[src/rtl/rib_defines.sv]
// Shared master-ID type and constants for the RIB memory arbiter.
package rib_defines;

    typedef logic [1:0] mid_t;

    localparam mid_t M_DBG = 2'd0;
    localparam mid_t M_LSU = 2'd1;
    localparam mid_t M_IF  = 2'd2;
    localparam int   NUM_M = 3;

endpackage

[src/rtl/rib_id_fifo.sv]
// Master-ID FIFO: remembers which master owns each outstanding request so
// in-order responses can be routed back. Head is read before a same-cycle write.
module rib_id_fifo
    import rib_defines::*;
#(
    parameter int DEPTH = 2,
    localparam int CW = $clog2(DEPTH + 1),
    localparam int PW = (DEPTH > 1) ? $clog2(DEPTH) : 1
) (
    input  logic          clk,
    input  logic          rst,
    input  logic          push,
    input  logic          pop,
    input  mid_t          din,
    output mid_t          head,
    output logic [CW-1:0] cnt
);

    mid_t          mem_q [DEPTH];
    mid_t          mem_d [DEPTH];
    logic [PW-1:0] wr_ptr_q, wr_ptr_d;
    logic [PW-1:0] rd_ptr_q, rd_ptr_d;
    logic [CW-1:0] cnt_q, cnt_d;

    always_comb begin
        mem_d    = mem_q;
        wr_ptr_d = wr_ptr_q;
        rd_ptr_d = rd_ptr_q;
        cnt_d    = cnt_q;
        if (push) begin
            mem_d[wr_ptr_q] = din;
            wr_ptr_d = (wr_ptr_q == PW'(DEPTH - 1)) ? '0 : wr_ptr_q + 1'b1;
        end
        if (pop) begin
            rd_ptr_d = (rd_ptr_q == PW'(DEPTH - 1)) ? '0 : rd_ptr_q + 1'b1;
        end
        case ({push, pop})
            2'b10:   cnt_d = cnt_q + 1'b1;
            2'b01:   cnt_d = cnt_q - 1'b1;
            default: cnt_d = cnt_q;
        endcase
    end

    always_ff @(posedge clk) begin
        if (rst) begin
            for (int i = 0; i < DEPTH; i++) mem_q[i] <= M_DBG;
            wr_ptr_q <= '0;
            rd_ptr_q <= '0;
            cnt_q    <= '0;
        end else begin
            mem_q    <= mem_d;
            wr_ptr_q <= wr_ptr_d;
            rd_ptr_q <= rd_ptr_d;
            cnt_q    <= cnt_d;
        end
    end

    assign head = mem_q[rd_ptr_q];
    assign cnt  = cnt_q;

endmodule

[src/rtl/rib_mem_arbiter.sv]
// Three-master single-beat arbiter onto one memory slave with in-order response routing.
// Define RIB_ARB_RR_EN to round-robin M1/M2 below the always-highest M0.
module rib_mem_arbiter
    import rib_defines::*;
#(
    parameter int AW      = 32,
    parameter int DW      = 32,
    parameter int MAX_OUT = 2
) (
    input  logic            clk,
    input  logic            rst,

    input  logic            m0_req,
    input  logic            m0_we,
    input  logic [AW-1:0]   m0_addr,
    input  logic [DW-1:0]   m0_wdata,
    input  logic [DW/8-1:0] m0_be,
    output logic            m0_gnt,
    output logic            m0_rvalid,
    output logic [DW-1:0]   m0_rdata,

    input  logic            m1_req,
    input  logic            m1_we,
    input  logic [AW-1:0]   m1_addr,
    input  logic [DW-1:0]   m1_wdata,
    input  logic [DW/8-1:0] m1_be,
    output logic            m1_gnt,
    output logic            m1_rvalid,
    output logic [DW-1:0]   m1_rdata,

    input  logic            m2_req,
    input  logic            m2_we,
    input  logic [AW-1:0]   m2_addr,
    input  logic [DW-1:0]   m2_wdata,
    input  logic [DW/8-1:0] m2_be,
    output logic            m2_gnt,
    output logic            m2_rvalid,
    output logic [DW-1:0]   m2_rdata,

    output logic            s_req,
    output logic            s_we,
    output logic [AW-1:0]   s_addr,
    output logic [DW-1:0]   s_wdata,
    output logic [DW/8-1:0] s_be,
    input  logic            s_gnt,
    input  logic            s_rvalid,
    input  logic [DW-1:0]   s_rdata,

    output logic            busy,
    output logic            err
);

    localparam int CW = $clog2(MAX_OUT + 1);
    localparam logic [CW-1:0] MAX_CNT = CW'(MAX_OUT);

    logic [CW-1:0]    cnt;
    mid_t             head;
    mid_t             win;
    logic             any_req, can_issue, pop, gnt;
    logic [NUM_M-1:0] gnt_vec, rvalid_vec;
    logic             err_q, err_d;

    assign any_req   = m0_req | m1_req | m2_req;
    assign pop       = s_rvalid & (cnt != '0) & ~rst;
    // A response retiring this cycle frees its slot for a new push.
    assign can_issue = (cnt < MAX_CNT) | pop;
    assign s_req     = can_issue & any_req & ~rst;
    assign gnt       = s_req & s_gnt;

`ifdef RIB_ARB_RR_EN
    mid_t rr_last_q, rr_last_d;

    always_comb begin
        if (m0_req)               win = M_DBG;
        else if (m1_req & m2_req) win = (rr_last_q == M_LSU) ? M_IF : M_LSU;
        else if (m1_req)          win = M_LSU;
        else                      win = M_IF;
    end

    always_comb begin
        rr_last_d = rr_last_q;
        if (gnt && win != M_DBG) rr_last_d = win;
    end

    always_ff @(posedge clk) begin
        if (rst) rr_last_q <= M_IF;
        else     rr_last_q <= rr_last_d;
    end
`else
    always_comb begin
        if (m0_req)      win = M_DBG;
        else if (m1_req) win = M_LSU;
        else             win = M_IF;
    end
`endif

    always_comb begin
        case (win)
            M_DBG: begin
                s_we = m0_we; s_addr = m0_addr; s_wdata = m0_wdata; s_be = m0_be;
            end
            M_LSU: begin
                s_we = m1_we; s_addr = m1_addr; s_wdata = m1_wdata; s_be = m1_be;
            end
            default: begin
                s_we = m2_we; s_addr = m2_addr; s_wdata = m2_wdata; s_be = m2_be;
            end
        endcase
    end

    always_comb begin
        for (int i = 0; i < NUM_M; i++) begin
            gnt_vec[i]    = gnt & (win == mid_t'(i));
            rvalid_vec[i] = pop & (head == mid_t'(i));
        end
    end

    assign m0_gnt    = gnt_vec[M_DBG];
    assign m1_gnt    = gnt_vec[M_LSU];
    assign m2_gnt    = gnt_vec[M_IF];
    assign m0_rvalid = rvalid_vec[M_DBG];
    assign m1_rvalid = rvalid_vec[M_LSU];
    assign m2_rvalid = rvalid_vec[M_IF];
    assign m0_rdata  = m0_rvalid ? s_rdata : '0;
    assign m1_rdata  = m1_rvalid ? s_rdata : '0;
    assign m2_rdata  = m2_rvalid ? s_rdata : '0;

    rib_id_fifo #(
        .DEPTH (MAX_OUT)
    ) u_id_fifo (
        .clk  (clk),
        .rst  (rst),
        .push (gnt),
        .pop  (pop),
        .din  (win),
        .head (head),
        .cnt  (cnt)
    );

    // An unsolicited response is a protocol violation; latch it until reset.
    assign err_d = err_q | (s_rvalid & (cnt == '0));

    always_ff @(posedge clk) begin
        if (rst) err_q <= 1'b0;
        else     err_q <= err_d;
    end

    assign err  = err_q;
    assign busy = (cnt != '0);

endmodule
[config.mk]
export PLATFORM = sky130hd
export DESIGN_NAME = rib_mem_arbiter
export DESIGN_NICKNAME = d
export VERILOG_FILES = /design/src/rtl/rib_defines.sv /design/src/rtl/rib_id_fifo.sv /design/src/rtl/rib_mem_arbiter.sv
export SDC_FILE = /design/constraint.sdc
export NUM_CORES = 1
export LEC_CHECK = 0
export CAP_MARGIN = 20
export CORE_AREA = 10 10 154 156
export DETAILED_ROUTE_END_ITERATION = 6
export DIE_AREA = 0 0 164 166
export PLACE_DENSITY_LB_ADDON = 0.1
export SETUP_SLACK_MARGIN = 0.02
export SYNTH_ARGS = -nofsm -noshare
export SYNTH_HDL_FRONTEND = slang
export SYNTH_SLANG_ARGS = --single-unit
[constraint.sdc]
create_clock -name clk -period 2.4 [get_ports clk]
set_clock_uncertainty 0.1 [all_clocks]
set_input_delay 0.6 -clock clk [delete_from_list [all_inputs] [get_ports clk]]
set_output_delay 0.6 -clock clk [all_outputs]
set_load 0.01 [all_outputs]
# == After elaboration in Yosys (flattened, before gate mapping) ==
# Index checks and enable logic that the tools add are counted.
# totals
wordCells,63
inputBits,246
register_bits,9
out_inout_bits,174
# classes
eq_ne,6
bitwise_logic,19
n_addsub,4
n_reduce_logical,6
n_mux,18
order_cmp,4
# ops
cell,n
$pmux 32 s2,2
$mux 32,3
$and 1x1->1,12
$mux 2,6
$pmux 4 s2,1
$eq 2x1->1 const B,3
$eq 2x2->1 const B,3
$logic_not 2->1,3
$bwmux 4,1
$ge 2x2->1 const B,2
$not 1->2,2
$or 1x1->1,4
$pmux 2 s2,1
$reduce_bool 2->1,2
$add 1x1->1 const B,2
$add 2x1->2 const B,1
$demux 2 s1,1
$lt 2x1->1 const B,1
$lt 2x2->1 const B,1
$mux 1,2
$pmux 1 s2,1
$sub 2x1->2 const B,1
$logic_and 1x1->1,1
$not 1->1,1

# == Logic depth before layout (Yosys ltp) ==
# Gate-level depths: netlist (run 1).
# logic_depth
ltp_word,9
depth_mapped,7
ltp_nobuf,6

# == By module ==
# A second synthesis (run 1) with hierarchy kept.
# unflattened
hier_cells,491
hier_area_um2,3761.1
# modules_own_cells
mod,cells_each,instances,seq_area_each_um2,area_per_inst_um2
rib_mem_arbiter,455,1,20.0,3432.0
rib_id_fifo,36,1,160.2,329.1

# == Worst setup path before layout (run 1) ==
# Ideal clock, no wire load.
# synth_timing
path_type,input port to output port
from,input m1_req
to,output m2_gnt
arrival_ps,1503
required_time_ps,1700
setup_slack_ps,197
cell_stages,4
n_path_buf,1
cell_sequence,buf_2 -> nor3_2 -> or3_1 -> nor3_1
# synth_via
elab_chain_len,6
elab_cells_between_ends,9
cone_classes,eq/ne: 1; mux: 2; bitwise: 6
# synth_lines
element,line,rtl
"start, declared",rib_mem_arbiter.sv:22,"input logic m1_req,"
$or 1x1->1 (2 in series),rib_mem_arbiter.sv:63,assign any_req = m0_req | m1_req | m2_req;
$and 1x1->1 (2 in series),rib_mem_arbiter.sv:67,assign s_req = can_issue & any_req & ~rst;
$and 1x1->1,rib_mem_arbiter.sv:68,assign gnt = s_req & s_gnt;
$and 1x1->1 *,rib_mem_arbiter.sv:113,gnt_vec[i] = gnt & (win == mid_t'(i));
"end, declared",rib_mem_arbiter.sv:36,"output logic m2_gnt,"
# Mark *: on every way between the ends. The rest lies on a longest branch, timed or not.

# == Worst setup path in the final report (run 1) ==
# layout_timing
from,input rst
to,output m1_rdata[10]
# layout_via
elab_chain_len,4
# layout_lines
element,line,rtl
"start, declared",rib_mem_arbiter.sv:11,"input logic rst,"
$not 1->1,rib_mem_arbiter.sv:64,assign pop = s_rvalid & (cnt != '0) & ~rst;
$and 1x1->1,rib_mem_arbiter.sv:64,
$and 1x1->1,rib_mem_arbiter.sv:114,rvalid_vec[i] = pop & (head == mid_t'(i));
$mux 32,rib_mem_arbiter.sv:125,assign m1_rdata = m1_rvalid ? s_rdata : '0;
"end, declared",rib_mem_arbiter.sv:29,"output logic [DW-1:0] m1_rdata,"
# Every way passes these cells.

==> summary.txt, run 1 <==
Status
  • Status: complete, but fails checks
  • Violated checks: setup timing

Detailed routing
  • Via density per instance: 4.18
  • Iter 0 DRT Violations: 219
  • Wirelength, routed: 22.7 mm
  • 1st-pass router iterations: 4
  • DRC: 0
  • Via count: 4740
  • Wire per inst: 20.0 um
  • ANT nets after route: 0

Timing
  • Worst slew margin: 0.733
  • FMAX: 0.414 GHz
  • Hold Fails Final Rpt: 0
  • Min cycle time layout: 2.41 ns
  • Fin crit share: 1.01
  • Least-Margin Pin Slew: 0.400 ns
  • RSZ-0062 raised after global routing: true
  • Final setup fails: 13
  • Final slew viol count: 0
  • Final WS setup: -0.0132 ns

Clock network
  • Worst skew pair latency: 0.23 ns
  • CTS tree: built
  • Clock Path Buffers: 2
  • Clk sink count: 9
  • Root Driver: clkbuf_16
  • Register clock-pin slew on the reported worst setup and hold paths: 0.04 ns
  • Hold buffers post-CTS: 0
  • H-tree Lvls: 1
  • TritonCTS Buffers: 3

Placement
  • Dpl cell area: 7360 um2
  • Routability congestion estimate: 0.794
  • Port bufs: 419
  • DP HPWL: 18.7 mm
  • Worst slack, placed: -0.758 ns

Worst hold path
  • Hold Startpoint: err
  • Type of the tightest min-delay check: reg -> reg

Setup path
  • Critical path arrival: 1.71 ns
  • CP Launch Type: input pin
  • Crit Reg-Reg Startpoint: u_id_fifo.cnt[1]
  • Crit path kind: in -> out
  • Setup crit end kind: output port
  • Worst EP required: 1.70 ns
  • Worst setup startpoint: rst
  • Critical path peak fanout: 6

Layout
  • Layout Area Growth over Synthesis: 209%
  • Nets: 1105
  • Final Instance Area: 7980 um2
  • Fill cells: 2148
  • Layout cells sized above 1: 0.263

Floorplanning
  • FP Rows: 53
  • Die span in x: 164 um
  • Core ar.: 20700 um2
  • Die ar.: 27200 um2
  • Die Height: 166 um
  • Initial core utilization: 0.125
  • I/O pin count: 420

Global route
  • Initial antenna violation count: 1
  • Tot GR Track Use: 0.151
  • Gr ovfl total: 0
  • Vias in the first global route: 4955
  • Global-route wire length before repair: 31.8 mm
  • Pin count of the biggest net entering global routing: 43

Synth
  • Sequential share of the synthesized area: 0.0697
  • Most common cell in the netlist: and3_1
  • Post-Syn Instances: 406
  • Synth area leaders: mux2i_1 (28%), and3_1 (23%), o21ai_0 (14%)
  • Syn_area_per_cell: 6.37 um2
  • Post-synth ARST share: 0
  • Mapped cell area: 2580 um2
  • Main synth FF type: dfxtp_1
  • Top cell type's share of synthesized area: 0.283
  • Synth cell count leaders: and3_1 (97), mux2i_1 (73), o21ai_0 (73), nand2_1 (69), clkbuf_1 (35)
  • #FFs+latches synth: 9
  • Warnings, synthesis: 0
  • Post-synth EDFFs: 0
  • Library cells used by synthesis: 25
  • Syn Nets: 653
  • Area leader, netlist: mux2i_1

Pwr
  • Pleak: 0.00389 uW
  • Worst vdd ir: 186 uV
  • Pwr Total: 1770 uW
  • Pwr Density: 221 nW/um2

Flow run
  • Max-cap violations: 0
-- registers in the layout, summed over array words and instances, names as in the netlist --
signal,cells
u_id_fifo.mem_q,4
u_id_fifo.cnt,2
err,1
u_id_fifo.rd_ptr_q,1
u_id_fifo.wr_ptr_q,1
-- layout by cell type (no fill, tap or decap), drive strengths merged, types with 2 or more instances in the layout --
cell,count
dfxtp,9
nand2,69
and3,97
buf,176
and2,3
dlygate4sd2,55
o21ai,73
nand3b,2
clkdlybuf4s50,241
a21oi,4
nor3,4
mux2i,73
nor2,6
or3,4
dlygate4sd1,4
clkbuf,8
nand2b,9
clkdlybuf4s15,11
-- worst max-delay path: stages --
cell,delay [ns]
buf_6,0.10
nand2b_4,0.14
nor2_4,0.13
buf_12,0.13
buf_8,0.11
buf_12,0.11
buf_16,0.11
and3_4,0.17
buf_6,0.10
-- worst paths after layout --
check                                   endpoint  slack [ns]  cells past startpoint
worst min register to register               err        0.37                      2
worst max-delay path                m1_rdata[10]       -0.01                      9
worst max register to register  u_id_fifo.cnt[1]        0.33                      9
worst min-delay path                         err        0.37                      2
-- where the power goes --
part           leakage, uW  switching, uW  internal (uW)
clock network    0.0000382           72.1            222
logic              0.00378            501            803
registers        0.0000735           9.21            161
total              0.00389            582           1190
-- final cells by class --
type,count,area [um2],area share
timing repair buffer,491,4950,0.620
inverter,1,3.75,0.000470
clock buffer,4,78.8,0.00987
sequential,9,180,0.0226
tap,275,344,0.0431
antenna,1,2.50,0.000313
multi-input combinational,352,2420,0.304
-- cell families (layout without fill, tap and decap cells) --
group,Yosys count,count (layout),synth area share
muxes,73,73,0.283
other,0,1,0
AOI/OAI and AO/OA,79,79,0.155
DFF,9,9,0.0697
and+or+nand+nor,197,197,0.411
xor gates and xnor gates,2,2,0.00678
buffers and inverters,45,496,0.0697
adders and majority gates,1,1,0.00484
-- layer usage --
layer / vias up / wire (um) / share of wire / track usage
met5: - / 0 / 0 / 0
met4: 0 / 412 / 0.018 / 0.0260
met3: 16 / 2860 / 0.13 / 0.0786
met2: 278 / 12200 / 0.54 / 0.301
met1: 2090 / 7230 / 0.32 / 0.129
li1: 2356 / - / - / -
-- through the flow --
step | cells | setup TNS (ns) | hold slack (ns) | util
final | 1133 | -0.0841 | 0.367 | 0.386
after detailed placement | 1089 | -89.59 | 0.362 | 0.356
after global placement | 1089 | -86.34 | 0.364 | 0.356
after global routing | 1133 | -1.19 | 0.412 | 0.386
after floorplan | 406 | 0 | 0.357 | -
after CTS | 1125 | -3.66 | 0.372 | 0.372
-- what timing repair did --
action | in CTS | in global routing
pin swaps | 7 | 2
gates resized for setup | 559 | 81
setup endpoints to repair | 174 | 105
gates cloned | 13 | 2
buffers inserted | 19 | 11
No activity file was read; power rests on OpenSTA's default activity.
==> run 2: changes to the inputs <==
Settings changed: REMOVE_ABC_BUFFERS set to 1.
==> summary.txt, run 2 (synthesized netlist as in run 1, its figures left out) <==
Timing
  • Worst slew margin: 0.744
  • Least-Margin Pin Slew: 0.383 ns
  • Fin crit share: 1.00
  • Final slew viol count: 0
  • Final WS setup: -0.00551 ns
  • Min cycle time layout: 2.41 ns
  • Final TNS setup: -0.00551 ns
  • RSZ-0062 raised after global routing: true
  • FMAX: 0.416 GHz
  • Hold Fails Final Rpt: 0
  • Final setup fails: 1

Setup path
  • Critical path arrival: 1.71 ns
  • Critical path peak fanout: 25
  • Setup crit end kind: output port
  • CP Launch Type: input pin
  • Crit path kind: in -> out
  • Worst EP required: 1.70 ns

Clock network
  • Register clock-pin slew on the reported worst setup and hold paths: 0.04 ns
  • Clock Path Buffers: 2
  • CTS tree: built
  • TritonCTS Buffers: 3
  • Hold buffers post-CTS: 0
  • Worst skew pair latency: 0.23 ns
  • Root Driver: clkbuf_16
  • H-tree Lvls: 1
  • Clk sink count: 9

Floorplanning
  • Initial core utilization: 0.125
  • Die Height: 166 um
  • Die span in x: 164 um
  • I/O pin count: 420
  • Core ar.: 20700 um2
  • Die ar.: 27200 um2
  • FP Rows: 53

Layout
  • Nets: 1098
  • Commonest cells after routing, fill and taps aside: clkdlybuf4s50_1 (241), mux2i_1 (71), nand2_1 (69)
  • Fill cells: 2123
  • Max FFs per register: 4
  • Most flops, register: u_id_fifo.mem_q
  • Layout cells sized above 1: 0.267
  • Layout Area Growth over Synthesis: 211%
  • Most common cell after layout, fill and taps aside: clkdlybuf4s50_1

Global route
  • Global-route wire length before repair: 33.4 mm
  • Initial antenna violation count: 5
  • Pin count of the biggest net entering global routing: 35
  • Tot GR Track Use: 0.160
  • Gr ovfl total: 0
  • Vias in the first global route: 5005

Placement
  • Worst slack, placed: -0.738 ns
  • DP HPWL: 19.8 mm
  • Routability congestion estimate: 0.842
  • Port bufs: 419

Detailed routing
  • DRC: 0
  • 1st-pass router iterations: 4
  • Via count: 4807
  • Iter 0 DRT Violations: 223
  • Wirelength, routed: 24.6 mm
  • Wire per inst: 21.8 um
  • ANT nets after route: 0
  • Via density per instance: 4.27

Flow run
  • Max-cap violations: 0

Pwr
  • Int Power: 1150 uW
  • Pwr Density: 217 nW/um2
  • Clock Power Share: 0.167
  • Switch share: 0.339
  • Combinational share of power: 0.736
  • Worst vdd ir: 212 uV
  • NetSw: 592 uW
  • Sequential share of power: 0.098
  • Pleak: 0.00373 uW

Worst hold path
  • Type of the tightest min-delay check: reg -> reg

Status
  • Status: complete, but fails checks
  • Violated checks: setup timing
## run 2: cell count changes in the layout (fill, tap and decap cells not counted), sizes merged
cell,before,now
buf,176,117
clkbuf,8,42
clkdlybuf4s15,11,37
diode,1,2
dlygate4sd1,4,1
dlygate4sd2,55,50
## run 2: path summary, 6_finish.rpt
path | startpoint | end | slack, ns | cells after the start
worst max register to register | u_id_fifo.cnt[1] | u_id_fifo.cnt[1] | 0.35 | 7
worst min register to register | err | err | 0.38 | 2
worst max-delay path | rst | m0_rdata[3] | -0.006 | 7
worst min-delay path | err | err | 0.38 | 2
## run 2: worst max-delay path: stages
cell             delay [ns]
buf_6                  0.09
nand2b_4               0.14
nor2_4                 0.10
buf_6                  0.16
buf_16                 0.16
and3_1                 0.18
clkdlybuf4s15_1        0.25
## run 2: area by class of cell
type                       count  area [um2]  share of cell area
antenna                        2        5.00            0.000622
clock buffer                   4        78.8             0.00979
inverter                       1        3.75            0.000466
multi-input combinational    352        2520               0.313
sequential                     9         181              0.0225
tap                          275         344              0.0427
timing repair buffer         484        4920               0.611
## run 2: power by group through the flow
stage	logic, uW	clock network [uW]	registers (uW)
floorplan	293	0	171
global placement	1210	0	171
CTS	1270	293	170
finish	1290	291	171
detailed placement	1220	0	172
global route	1370	303	172
## run 2: metal layers
layer	routed length, um	track usage	vias to the layer above
met5	26	0	-
met4	514	0.0354	4
met3	2900	0.0719	26
met2	13100	0.312	279
met1	8110	0.146	2157
li1	-	-	2341
## run 2: metrics by stage
| step | total power (uW) | area (um2) | cells | util | hold WS [ns] |
|---|---|---|---|---|---|
| 4_1_cts | 1740 | 7840 | 1119 | 0.379 | 0.381 |
| 3_5_place_dp | 1390 | 7350 | 1091 | 0.355 | 0.372 |
| 6_report | 1750 | 8050 | 1127 | 0.389 | 0.382 |
| 3_3_place_gp | 1380 | 7350 | 1091 | 0.355 | 0.355 |
| 2_1_floorplan | 464 | 2410 | 362 | - | 0.350 |
| 5_1_grt | 1850 | 8050 | 1127 | 0.389 | 0.411 |
## run 2: what timing repair did
item | in CTS | in global routing
pin swaps | 3 | 5
setup endpoints to repair | 174 | 133
setup buffers | 16 | 7
gates resized for setup | 479 | 145
hold endpoints to repair | 0 | 0
gates cloned | 9 | 5
